$ cat config.mk
export PLATFORM = sky130hd
export DESIGN_NAME = image_addr_sequencer
export DESIGN_NICKNAME = d
export VERILOG_FILES = /design/src/rtl/img_seq_pkg.sv /design/src/rtl/img_lat_tracker.sv /design/src/rtl/image_addr_sequencer.sv
export SDC_FILE = /design/constraint.sdc
export NUM_CORES = 1
export LEC_CHECK = 0
export ABC_AREA = 0
export CAP_MARGIN = 10
export CELL_PAD_IN_SITES_DETAIL_PLACEMENT = 0
export CELL_PAD_IN_SITES_GLOBAL_PLACEMENT = 1
export CORE_ASPECT_RATIO = 0.9
export CORE_MARGIN = 2
export CORE_UTILIZATION = 49
export DETAILED_ROUTE_END_ITERATION = 8
export DONT_BUFFER_PORTS = 1
export HOLD_SLACK_MARGIN = 0.02
export PLACE_DENSITY = 0.85
export SKIP_LAST_GASP = 1
export SYNTH_ARGS = -nofsm -noshare
export SYNTH_HDL_FRONTEND = slang
export SYNTH_HIERARCHICAL = 1
export SYNTH_SLANG_ARGS = --single-unit
$ cat constraint.sdc
create_clock -name clk -period 8.5 [get_ports clk]
set_input_delay 1.275 -clock clk [delete_from_list [all_inputs] [get_ports clk]]
set_output_delay 1.275 -clock clk [all_outputs]
set_load 0.1 [all_outputs]
$ cat src/rtl/img_seq_pkg.sv
// Shared types, mode constants and frame-size helper for the image address sequencer.
package img_seq_pkg;

  typedef enum logic [1:0] {
    S_IDLE  = 2'd0,
    S_RUN   = 2'd1,
    S_DRAIN = 2'd2
  } state_e;

  localparam logic MODE_LINEAR = 1'b0;
  localparam logic MODE_DECIM2 = 1'b1;

  // Number of output pixels produced by one frame in the given read mode.
  function automatic int unsigned nout(input logic mode, input int unsigned w, input int unsigned h);
    if (mode == MODE_DECIM2) begin
      return (w / 32'd2) * (h / 32'd2);
    end else begin
      return w * h;
    end
  endfunction

endpackage

$ cat src/rtl/img_lat_tracker.sv
// Counts issued reads whose read-memory latency has elapsed. A read accepted in
// cycle c becomes visible in the count from cycle c+RD_LAT onward.
module img_lat_tracker #(
  parameter int unsigned RD_LAT = 1,
  parameter int unsigned CNT_W  = 8
) (
  input  logic             clk,
  input  logic             rst,
  input  logic             i_clr,
  input  logic             i_push,
  output logic [CNT_W-1:0] o_vld_cnt
);

  logic             w_mature;
  logic [CNT_W-1:0] r_vld_cnt;

  generate
    if (RD_LAT == 1) begin : g_direct
      // With a single cycle of latency the accepted read matures at the same edge.
      assign w_mature = i_push;
    end else begin : g_shift
      logic [RD_LAT-2:0] r_sr;

      // Delay line of accepted reads; the oldest stage matures at the next edge.
      always_ff @(posedge clk or posedge rst) begin
        if (rst) begin
          r_sr <= '0;
        end else if (i_clr) begin
          r_sr <= '0;
        end else begin
          r_sr <= (r_sr << 1) | (RD_LAT-1)'(i_push);
        end
      end

      assign w_mature = r_sr[RD_LAT-2];
    end
  endgenerate

  // Running count of matured reads, restarted at the beginning of every frame.
  always_ff @(posedge clk or posedge rst) begin
    if (rst) begin
      r_vld_cnt <= '0;
    end else if (i_clr) begin
      r_vld_cnt <= '0;
    end else if (w_mature) begin
      r_vld_cnt <= r_vld_cnt + CNT_W'(1);
    end
  end

  assign o_vld_cnt = r_vld_cnt;

endmodule

$ cat src/rtl/image_addr_sequencer.sv
// 2-D read/write address sequencer for the raw and processed image memories.
// Reads walk the frame linearly or with 2x decimation; writes may never get
// ahead of reads whose data has come back from the read memory.
module image_addr_sequencer
  import img_seq_pkg::*;
#(
  parameter int unsigned ADDR_W = 32,
  parameter int unsigned IMG_W  = 390,
  parameter int unsigned IMG_H  = 390,
  parameter int unsigned RD_LAT = 1
) (
  input  logic              clk,
  input  logic              rst,
  input  logic              i_start,
  input  logic              i_abort,
  input  logic              i_mode,
  input  logic [ADDR_W-1:0] i_base_rd,
  input  logic [ADDR_W-1:0] i_base_wr,
  input  logic              i_rd_adv,
  input  logic              i_wr_adv,
  output logic [ADDR_W-1:0] o_rd_addr,
  output logic [ADDR_W-1:0] o_wr_addr,
  output logic              o_rd_ack,
  output logic              o_wr_ack,
  output logic              o_busy,
  output logic              o_frame_done
);

  localparam int unsigned      CNT_W      = $clog2(IMG_W * IMG_H + 1);
  localparam logic [CNT_W-1:0] C_W        = CNT_W'(IMG_W);
  localparam logic [CNT_W-1:0] C_NOUT_LIN = CNT_W'(nout(MODE_LINEAR, IMG_W, IMG_H));
  localparam logic [CNT_W-1:0] C_NOUT_DEC = CNT_W'(nout(MODE_DECIM2, IMG_W, IMG_H));
  localparam logic [CNT_W-1:0] C_ROW_LIN  = CNT_W'(IMG_W);
  localparam logic [CNT_W-1:0] C_ROW_DEC  = CNT_W'(2 * IMG_W);

  state_e            r_state;
  state_e            w_state_nxt;
  logic              r_mode;
  logic [ADDR_W-1:0] r_base_rd;
  logic [ADDR_W-1:0] r_base_wr;
  logic [ADDR_W-1:0] r_rd_addr;
  logic [ADDR_W-1:0] r_wr_addr;
  logic [CNT_W-1:0]  r_col;
  logic [CNT_W-1:0]  r_row_base;
  logic [CNT_W-1:0]  r_rd_cnt;
  logic [CNT_W-1:0]  r_wr_cnt;
  logic              r_frame_done;

  logic [CNT_W-1:0]  w_vld_cnt;
  logic [CNT_W-1:0]  w_nout;
  logic [CNT_W-1:0]  w_step_c;
  logic [CNT_W-1:0]  w_step_r;
  logic [CNT_W-1:0]  w_col_sum;
  logic [CNT_W-1:0]  w_col_nxt;
  logic [CNT_W-1:0]  w_row_nxt;
  logic              w_rd_last;
  logic              w_wr_last;
  logic              w_wr_open;
  logic              w_load;
  logic              w_rd_ack;
  logic              w_wr_ack;
  logic              w_done;

  // Frame size, traversal steps and the next read position after an accepted read.
  always_comb begin
    w_nout    = C_NOUT_LIN;
    w_step_c  = CNT_W'(1);
    w_step_r  = C_ROW_LIN;
    w_col_nxt = r_col;
    w_row_nxt = r_row_base;
    if (r_mode == MODE_DECIM2) begin
      w_nout   = C_NOUT_DEC;
      w_step_c = CNT_W'(2);
      w_step_r = C_ROW_DEC;
    end else begin
      w_nout   = C_NOUT_LIN;
      w_step_c = CNT_W'(1);
      w_step_r = C_ROW_LIN;
    end
    w_col_sum = r_col + w_step_c;
    if (w_col_sum >= C_W) begin
      w_col_nxt = '0;
      w_row_nxt = r_row_base + w_step_r;
    end else begin
      w_col_nxt = w_col_sum;
      w_row_nxt = r_row_base;
    end
  end

  assign w_rd_last = ((r_rd_cnt + CNT_W'(1)) == w_nout);
  assign w_wr_last = ((r_wr_cnt + CNT_W'(1)) == w_nout);
  // Compares against the matured count before this cycle's read is added.
  assign w_wr_open = (r_wr_cnt < w_vld_cnt);

  // Next-state and handshake decode; abort overrides every request while busy.
  always_comb begin
    w_state_nxt = r_state;
    w_load      = 1'b0;
    w_rd_ack    = 1'b0;
    w_wr_ack    = 1'b0;
    w_done      = 1'b0;
    case (r_state)
      S_IDLE: begin
        if (i_start) begin
          w_load      = 1'b1;
          w_state_nxt = S_RUN;
        end else begin
          w_state_nxt = S_IDLE;
        end
      end
      S_RUN: begin
        if (i_abort) begin
          w_state_nxt = S_IDLE;
        end else begin
          w_rd_ack = i_rd_adv;
          w_wr_ack = i_wr_adv && w_wr_open;
          if (w_rd_ack && w_rd_last) begin
            w_state_nxt = S_DRAIN;
          end else begin
            w_state_nxt = S_RUN;
          end
        end
      end
      S_DRAIN: begin
        if (i_abort) begin
          w_state_nxt = S_IDLE;
        end else begin
          w_wr_ack = i_wr_adv && w_wr_open;
          if (w_wr_ack && w_wr_last) begin
            w_done      = 1'b1;
            w_state_nxt = S_IDLE;
          end else begin
            w_state_nxt = S_DRAIN;
          end
        end
      end
      default: begin
        w_state_nxt = S_IDLE;
      end
    endcase
  end

  // State register.
  always_ff @(posedge clk or posedge rst) begin
    if (rst) begin
      r_state <= S_IDLE;
    end else begin
      r_state <= w_state_nxt;
    end
  end

  // Frame parameters, traversal counters and registered address outputs.
  always_ff @(posedge clk or posedge rst) begin
    if (rst) begin
      r_mode     <= MODE_LINEAR;
      r_base_rd  <= '0;
      r_base_wr  <= '0;
      r_col      <= '0;
      r_row_base <= '0;
      r_rd_cnt   <= '0;
      r_wr_cnt   <= '0;
      r_rd_addr  <= '0;
      r_wr_addr  <= '0;
    end else if (w_load) begin
      r_mode     <= i_mode;
      r_base_rd  <= i_base_rd;
      r_base_wr  <= i_base_wr;
      r_col      <= '0;
      r_row_base <= '0;
      r_rd_cnt   <= '0;
      r_wr_cnt   <= '0;
      r_rd_addr  <= i_base_rd;
      r_wr_addr  <= i_base_wr;
    end else begin
      if (w_rd_ack) begin
        r_rd_cnt   <= r_rd_cnt + CNT_W'(1);
        r_col      <= w_col_nxt;
        r_row_base <= w_row_nxt;
        r_rd_addr  <= r_base_rd + ADDR_W'(w_row_nxt) + ADDR_W'(w_col_nxt);
      end
      if (w_wr_ack) begin
        r_wr_cnt  <= r_wr_cnt + CNT_W'(1);
        r_wr_addr <= r_base_wr + ADDR_W'(r_wr_cnt + CNT_W'(1));
      end
    end
  end

  // One-cycle completion pulse following the final accepted write.
  always_ff @(posedge clk or posedge rst) begin
    if (rst) begin
      r_frame_done <= 1'b0;
    end else begin
      r_frame_done <= w_done;
    end
  end

  img_lat_tracker #(
    .RD_LAT (RD_LAT),
    .CNT_W  (CNT_W)
  ) u_lat (
    .clk       (clk),
    .rst       (rst),
    .i_clr     (w_load),
    .i_push    (w_rd_ack),
    .o_vld_cnt (w_vld_cnt)
  );

  assign o_rd_addr    = r_rd_addr;
  assign o_wr_addr    = r_wr_addr;
  assign o_rd_ack     = w_rd_ack;
  assign o_wr_ack     = w_wr_ack;
  assign o_busy       = (r_state != S_IDLE);
  assign o_frame_done = r_frame_done;

endmodule

# After elaboration in Yosys (flattened, before gate mapping)
# Cells that the tools add are included.
# word_totals
wordCells	69
register_bits	222
in_bits	71
out_inout_bits	68
# op_classes
n_lt_le_gt_ge	2
muxes	34
n_eq_ne	4
reduce_logical	8
addsub	9
# op_table
op	count
$mux 18	13
$mux 32	4
$add 32x18->32	2
$add 18x1->18 const B	3
$add 18x18->18	2
$eq 18x18->1	2
$add 32x19->32	1
$add 18x1->19 const B	1
$ge 18x9->1 const B	1
$lt 18x18->1	1
$mux 1	10
$mux 10	1
$mux 2	5
$pmux 2 s3	1
$reduce_bool 2->1	3
$logic_and 1x1->1	3
$eq 2x1->1 const B	1
$eq 2x2->1 const B	1
$logic_not 2->1	1
$reduce_or 2->1	1

# Longest topological paths before layout
# Gate-level depths: netlist of run 1.
# logic_depth
depth_word	8
depth_mapped	27
ltp_nobuf	24

# Hierarchy
# The synthesis of run 1 kept the hierarchy.
# by_module_without_submodules
mod	instances	cells_per_inst	area_each_um2	seq_area_each_um2
image_addr_sequencer	1	1568	13252.7	5079.9
img_lat_tracker	1	91	909.6	450.4

# Worst setup path after synthesis of run 1
# Ideal clock, no wire load.
# synth_path
kind	register to register
startpoint	register r_mode
endpoint	register r_rd_addr[25], in the netlist o_rd_addr[25]
path_buffers	3
required_time_ns	8.413
period_less_slack_ns	5.992
setup_time_ns	0.087
setup_slack_ns	2.508
path_stages_with_launch	28
t_arrival_ns	5.906
cell_sequence	dfrtp_1 > inv_1 > ha_1 > inv_1 > fa_1 > nand3b_2 > or2_4 > o21ai_1 > a21oi_1 > or4_4 > buf_6 > or2_1 > clkbuf_1 > buf_2 > mux2i_1 > fa_1 > inv_1 > ha_1 > inv_1 > fa_1 > nor2b_1 > o31a_1 > o211ai_1 > a41o_1 > o21ai_0 > nand4_1 > xor2_1 > o211ai_1
# synth_via
elab_chain_cells	8
word_cells_on_any_way	11
classes_between	add/sub (4); order compare (1); mux (6)
# synth_lines
item	line	source
from (decl)	image_addr_sequencer.sv:38	logic r_mode;
from (signal assigned)	image_addr_sequencer.sv:165	r_mode <= i_mode;
$mux 2	image_addr_sequencer.sv:71	if (r_mode == MODE_DECIM2) begin
$add 18x18->18	image_addr_sequencer.sv:80	w_col_sum = r_col + w_step_c;
$ge 18x9->1	image_addr_sequencer.sv:81	if (w_col_sum >= C_W) begin
$mux 18	image_addr_sequencer.sv:81	
$add 32x18->32	image_addr_sequencer.sv:179	r_rd_addr <= r_base_rd + ADDR_W'(w_row_nxt) + ADDR_W'(w_col_nxt);
$add 32x18->32 *	image_addr_sequencer.sv:179	
$mux 32 *	image_addr_sequencer.sv:175	if (w_rd_ack) begin
$mux 32 *	image_addr_sequencer.sv:164	end else if (w_load) begin
to (signal assigned)	image_addr_sequencer.sv:172	r_rd_addr <= i_base_rd;
to (signal assigned)	image_addr_sequencer.sv:179	
to (decl)	image_addr_sequencer.sv:41	logic [ADDR_W-1:0] r_rd_addr;
# Mark *: on every way between the ends. The rest lies on a longest branch, timed or not. The select of a mux whose other input is x is not followed.
# A chain may end at the register's enable or synchronous reset.

# Final worst setup path of run 1
# layout_path
startpoint	register r_mode
endpoint	register r_rd_addr[31], in the netlist o_rd_addr[31]
# The elaborated chain is that of the path after synthesis.

==> reports/metrics.yaml, run 1 <==
power:
  p_leak_nw: 6.96
  power_density_mw_per_mm2: 242
  total_power_mw: 3.71
  vdd_drop_max_uv: 213
cts:
  cts_buffer_depth: 3
  htree_num_levels: 1
  path_clk_slew_ns: 0.06
  numCtsBuffers: 26
  cts_root_buffer: "clkbuf_16"
  cts_tree: "yes"
  cts_setup_buffers: 0
  clock_sinks: 221
  clock_latency_ns: 0.54
  cts_hold_buf: 0
  postCtsResizedCells: 0
detailed_routing:
  totalWireLength_um: 36400
  viasPerCell: 5.87
  via_count: 11800
  drtIter0Drc: 913
  dr.pass1.iters: 5
  ant_nets: 0
  drc: 0
  wl_per_cell_um: 18.2
timing:
  finalSetupViolations: 0
  clock_skew_ns: 0.0197
  drv_slew: 0
  finalSetupTns_ns: 0
  fin_crit_sh: 0.843
  hold_viol_final: 0
  period_minus_slack_ns: 7.16
  rsz0062_at_grt: "no"
  layout_setup_ws_ns: 1.34
  clock.fmax_mhz: 140
  worst_slew_pin_slew_ns: 1.03
  relSlewSlack: 0.316
global_routing:
  grt-ovfl-total: 0
  grt_max_degree: 145
  grt_pass1_vias: 11200
  antenna_found_initial: 1
  grt_pass1_wl_um: 59800
  grt_use_total: 0.244
floorplan:
  die_x_um: 183
  dieHeight_um: 165
  dieArea_mm2: 0.0303
  io_pins: 139
  initial_core_util: 0.494
  coreArea_mm2: 0.0286
  row_count: 59
setup_path:
  r2r-start: "r_mode"
  slowest_stage: "o21ai_0"
  cp-startpoint: "r_mode"
  critPathLaunchType: "flip-flop"
  endpoint_kind: "flip-flop"
  crit_chain: "inv_1, ha_1, inv_1, fa_1, nand3b_2, or2_4, o21ai_1, a21oi_1, or4_4, or2_1, mux2i_1, fa_1, inv_1, ha_1, inv_1, fa_1, nor2b_1, o31a_1, o211ai_1, a41o_1, o21ai_0, nand3_1, xor2_1, o211ai_1"
  critPathMaxStageDelay_ns: 0.67
  worst_ep_arrival_time_ns: 7.61
  crit_top_cell: "inv_1"
  cp_max_fo: 24
  required_ns: 8.94
  crit_type: "flip-flop to flip-flop"
  critical_path_buf_inv_count: 4
  crit_family: "simple AND/OR/NAND/NOR gates"
placed_design:
  finalWeightedCongestion: 0.895
  dp_hpwl_um: 25400
  place_ws_ns: 1.37
  port_buffers: 0
finish:
  area_growth_pct: 8.09
  drive_above_1_share: 0.0513
  nets: 1776
synth:
  synth_cell_types: 76
  synth_seq_cells: 221
  ys_warn_count: 6
  ys.flop_type: "dfrtp_1"
  synthDominantCellAreaShare: 0.390
  synth.largest_area_cell: "dfrtp_1"
  synth_area_leaders: "dfrtp_1, nand2_1, ha_1"
  syn-instance-count: 1659
  async_flop_share: 1.00
  netlist_area_mm2: 0.0142
  ys_seq_area_frac: 0.390
  synth-edff-count: 0
  avgSynthCellArea_um2: 8.54
job:
  cap_viol_max_count: 0
min_path:
  holdCritPathClass: "flip-flop to flip-flop"
  hold_start: "r_base_wr[10]"
run_status:
  outcome: "complete, no violations"
[metrics by stage]
stage | util | instances | hold WS (ns) | instance area, um^2
after floorplan | - | 1666 | 0.452 | 14200
after global placement | 0.502 | 1955 | 0.467 | 14400
after detailed placement | 0.502 | 1955 | 0.472 | 14400
after CTS | 0.534 | 2003 | 0.490 | 15300
after global routing | 0.534 | 2003 | 0.504 | 15300
final | 0.534 | 2004 | 0.481 | 15300
[sequential cells by signal, indices dropped and copies added, names as in the netlist]
signal           count
o_frame_done         1
o_rd_addr           32
o_wr_addr           32
r_base_rd           32
r_base_wr           32
r_col               18
r_mode               1
r_rd_cnt            18
r_row_base          17
r_state              2
r_wr_cnt            18
u_lat/o_vld_cnt     18
[final cells by class]
cell class,instances,area [um^2]
fillers,2622,13300
multi-input cells,1292,8070
flip-flops and latches,221,5530
clock buffers,38,757
well taps,366,458
inverters,67,264
clock inverters,10,158
repair buffers,9,67.6
diodes,1,2.50
[report_power, final]
group	switching (mW)	internal (mW)	total [mW]
Combinational	0.380	0.230	0.610
Sequential	0.721	1.19	1.91
Clock	0.457	0.737	1.19
[routing by layer]
layer	vias up	GRT usage	wire length (um)
li1	5680	-	-
met1	5711	0.367	17400
met2	312	0.359	15600
met3	51	0.0502	2540
met4	2	0.0615	849
met5	-	0	13
[worst paths after layout]
check                           cells past startpoint             endpoint  slack [ns]
worst max-delay path                               24        o_rd_addr[31]        1.34
worst min-delay path                                2        r_base_wr[10]        0.48
worst max register to register                     24        o_rd_addr[31]        1.34
worst min register to register                      2        r_base_wr[10]        0.48
max in group asynchronous                           2        o_rd_addr[19]        6.30
min in group asynchronous                           1  u_lat/o_vld_cnt[16]        0.74
[placed cells by master, fill, tap and decap left out, types with 7 or more instances in the layout]
cell,instances
a21o_1,15
fa_1,20
nor3_1,45
a211oi_1,14
and4_1,10
nand3_1,65
xnor2_1,71
o21ai_0,95
inv_1,62
mux2i_1,23
a21oi_1,94
conb_1,9
and2_1,9
a31oi_1,17
dfrtp_1,221
nand2b_1,17
ha_1,68
nand2_1,284
or3_1,22
buf_4,9
and3_1,44
clkbuf_1,7
nor2_1,136
xor2_1,55
o21a_1,8
o211ai_1,27
clkbuf_16,27
nand4_1,25
nor2b_1,13
[kinds of logic after synthesis]
group | synth area share
AND/OR/NAND/NOR | 0.240
AO/OA/AOI/OAI | 0.144
flip-flops | 0.390
buffers and inverters | 0.0421
XOR/XNOR | 0.0779
adder cells (fa/ha/maj) | 0.0883
multiplexers | 0.0171
other | 0.000530
[worst min-delay path, stage by stage (launching register included)]
cell,delay [ns]
dfrtp_1,0.34
nand2_1,0.05
nand2_1,0.05
[Yosys cell counts, drive strengths merged (9+ instances only)]
library cell	number
ha	68
and3	44
o211ai	27
a31oi	17
and4	12
a211oi	14
clkbuf	65
nand2	285
and2	9
xnor2	71
mux2i	23
a21oi	95
dfrtp	221
nor3	45
nand2b	17
or3	25
o21ai	98
a21o	15
nand3	65
nor2b	13
fa	20
buf	21
inv	66
xor2	55
nor2	138
nand4	25
Note: power is estimated with default switching activity, not from simulation.
==> inputs of run 2 (changes only) <==
--- a/config.mk
+++ b/config.mk
@@ -11,11 +11,11 @@
 export CELL_PAD_IN_SITES_GLOBAL_PLACEMENT = 1
 export CORE_ASPECT_RATIO = 0.9
 export CORE_MARGIN = 2
-export CORE_UTILIZATION = 49
+export CORE_UTILIZATION = 44
 export DETAILED_ROUTE_END_ITERATION = 8
 export DONT_BUFFER_PORTS = 1
 export HOLD_SLACK_MARGIN = 0.02
-export PLACE_DENSITY = 0.85
+export PLACE_DENSITY = 0.8
 export SKIP_LAST_GASP = 1
 export SYNTH_ARGS = -nofsm -noshare
 export SYNTH_HDL_FRONTEND = slang
==> constraint.sdc (replaced) <==
create_clock -name clk -period 6 [get_ports clk]
set_input_delay 0.9 -clock clk [delete_from_list [all_inputs] [get_ports clk]]
set_output_delay 0.9 -clock clk [all_outputs]
set_load 0.1 [all_outputs]
==> run 2 against run 1 <==
Effect of this change:
- hold slack lost 0.11 ns
- sequential share of layout area shrank 0.73 points
- critical path depth grew 1
- die area grew 11%
- core utilization shrank 4.3 points
- register-to-register slack lost 1.0 ns
- cell count grew 3.5%
- non-clock buffer count grew 18
- sequential cell count is the same
- setup slack lost 1.0 ns
- clock skew shrank 0.0078 ns
==> reports/metrics.yaml, run 2 (synthesis results as in run 1) <==
finish:
  mostFrequentLayoutCell: "nand2_1"  # unchanged
  nets: 1795  # was 1776
  layout.cells.non_filler: 2074  # was 2004
  utilization: 0.491  # was 0.534
  multi_input_area_mm2: 0.00814  # was 0.00807 mm^2
  fillers: 3063  # was 2622
  mostFrequentLayoutCells: "nand2_1, dfrtp_1, nor2_1, o21ai_0, a21oi_1"  # unchanged
  register_area_mm2: 0.00553  # unchanged
  drive_above_1_share: 0.0731  # was 0.0513
  area_growth_pct: 10.3  # was 8.09%
placed_design:
  finalWeightedCongestion: 0.928  # was 0.895
  dp_hpwl_um: 25900  # was 25400 um
  port_buffers: 0  # unchanged
  place_inst: 2013  # was 1955
setup_path:
  worst_ep_arrival_time_ns: 6.14  # was 7.61 ns
  crit_top_cell: "inv_1"  # unchanged
  cp_max_fo: 5  # was 24
  slowest_stage: "or4_4"  # was o21ai_0
  r2r-start: "r_mode"  # unchanged
  r2r_setup_slack_ns: 0.30  # was 1.34 ns
  r2r.worst_path.cells: 25  # was 24
  critPathLaunchType: "flip-flop"  # unchanged
  reg2reg_to: "o_rd_addr[25]"  # was o_rd_addr[31]
  required_ns: 6.44  # was 8.94 ns
  cp-startpoint: "r_mode"  # unchanged
  endpoint_kind: "flip-flop"  # unchanged
  crit_type: "flip-flop to flip-flop"  # unchanged
  critPathMaxStageDelay_ns: 0.55  # was 0.67 ns
cts:
  cts_hold_buf: 0  # unchanged
  cts_root_buffer: "clkbuf_16"  # unchanged
  cts_buffer_depth: 3  # unchanged
  numCtsBuffers: 27  # was 26
  htree_num_levels: 1  # unchanged
  cts_tree: "yes"  # unchanged
  clock_sinks: 221  # unchanged
  path_clk_slew_ns: 0.06  # about the same
  clock_latency_ns: 0.54  # about the same
timing:
  fin_crit_sh: 0.950  # was 0.843
  finalSetupTns_ns: 0  # unchanged
  hold_viol_final: 0  # unchanged
  worst_slew_pin_slew_ns: 1.07  # was 1.03 ns
  relSlewSlack: 0.288  # was 0.316
  drv_slew: 0  # unchanged
  rsz0062_at_grt: "no"  # unchanged
  finalSetupViolations: 0  # unchanged
  period_minus_slack_ns: 5.70  # was 7.16 ns
  clock.fmax_mhz: 176  # was 140 MHz
  clock_skew_ns: 0.0119  # was 0.0197 ns
job:
  cap_viol_max_count: 0  # unchanged
global_routing:
  grt-ovfl-total: 0  # unchanged
  grt_max_degree: 130  # was 145
  grt_use_total: 0.222  # was 0.244
  grt_pass1_vias: 11300  # was 11200
  antenna_found_initial: 2  # was 1
  grt_pass1_wl_um: 60800  # was 59800 um
power:
  comb_power_share: 0.168  # was 0.164
  sw_frac_of_total: 0.420  # about the same
  netSwitchingPower_mw: 2.22  # was 1.56 mW
  intPower_mw: 3.06  # was 2.15 mW
  p_clk_frac: 0.319  # was 0.322
  sequentialPowerShare: 0.513  # was 0.514
  p_leak_nw: 7.09  # was 6.96 nW
  vdd_drop_max_uv: 263  # was 213 uV
  power_density_mw_per_mm2: 338  # was 242 mW/mm^2
floorplan:
  io_pins: 139  # unchanged
  coreArea_mm2: 0.0318  # was 0.0286 mm^2
  dieArea_mm2: 0.0336  # was 0.0303 mm^2
  die_x_um: 193  # was 183 um
  dieHeight_um: 174  # was 165 um
  row_count: 62  # was 59
  initial_core_util: 0.445  # was 0.494
detailed_routing:
  viasPerCell: 5.71  # was 5.87
  drtIter0Drc: 646  # was 913
  dr.pass1.iters: 5  # unchanged
  totalWireLength_um: 36700  # was 36400 um
  ant_nets: 0  # unchanged
  drc: 0  # unchanged
  wl_per_cell_um: 17.7  # was 18.2 um
  via_count: 11800  # about the same
min_path:
  holdCritPathClass: "input pin to async pin"  # was flip-flop to flip-flop
run_status:
  outcome: "complete, no violations"  # unchanged
[run 2: metal layers]
layer / track usage / vias to the layer above / wire length [um]
met4: 0.0527 / 0 / 878
li1: - / 5731 / -
met3: 0.0390 / 51 / 2420
met2: 0.322 / 295 / 15600
met1: 0.342 / 5768 / 17800
met5: 0 / - / 0
[run 2: worst max path at each step]
stage / to / slack (ns) / depth (start not counted)
2_1_floorplan: o_rd_addr[25] / 0.008 / 27
5_1_grt: o_rd_addr[18] / 0.02 / 24
4_1_cts: o_rd_addr[24] / 0.03 / 23
3_5_place_dp: o_rd_addr[24] / -0.17 / 23
3_3_place_gp: o_rd_addr[25] / -0.06 / 25
6_report: o_rd_addr[25] / 0.30 / 25
[run 2: power by group through the flow]
stage	clock network, mW	logic (mW)	registers (mW)
final	1.69	0.885	2.71
after global routing	1.79	1.02	2.74
after CTS	1.73	0.872	2.71
after detailed placement	0	0.863	2.73
after global placement	0	0.848	2.73
after floorplan	0	0.674	2.66
[run 2: critical path: cells and delay by family (launching register included)]
kind | cells | cell delay [ns]
multiplexers | 1 | 0.19
AND/OR/NAND/NOR | 6 | 1.53
AO/OA/AOI/OAI | 7 | 1.31
buffers and inverters | 5 | 0.41
adder cells (fa/ha/maj) | 5 | 1.63
XOR/XNOR | 1 | 0.16
flip-flops | 1 | 0.39
[run 2: stage by stage]
step	power [mW]	hold slack [ns]	instance area, um^2	setup slack [ns]
floorplan	3.33	0.452	14200	0.00773
global placement	3.58	0.467	14500	-0.0637
detailed placement	3.60	0.475	14500	-0.168
CTS	5.31	0.372	15500	0.0314
global route	5.54	0.418	15600	0.0159
finish	5.28	0.375	15600	0.302
[run 2: timing repair]
| action | 4_1_cts | 5_1_grt |
|---|---|---|
| endpoints found under the setup margin | 9 | 21 |
| gates resized for setup | 4 | 19 |
| pin swaps | 3 | 8 |
| setup buffers | 1 | 9 |
| hold endpoints to repair | 0 | 0 |
[run 2: area by class of cell]
cell class	count	share of cell area
inverters	67	0.0167
clock inverters	10	0.00881
multi-input cells	1292	0.521
clock buffers	38	0.0504
well taps	416	0.0333
flip-flops and latches	221	0.354
repair buffers	27	0.0151
diodes	3	0.000481
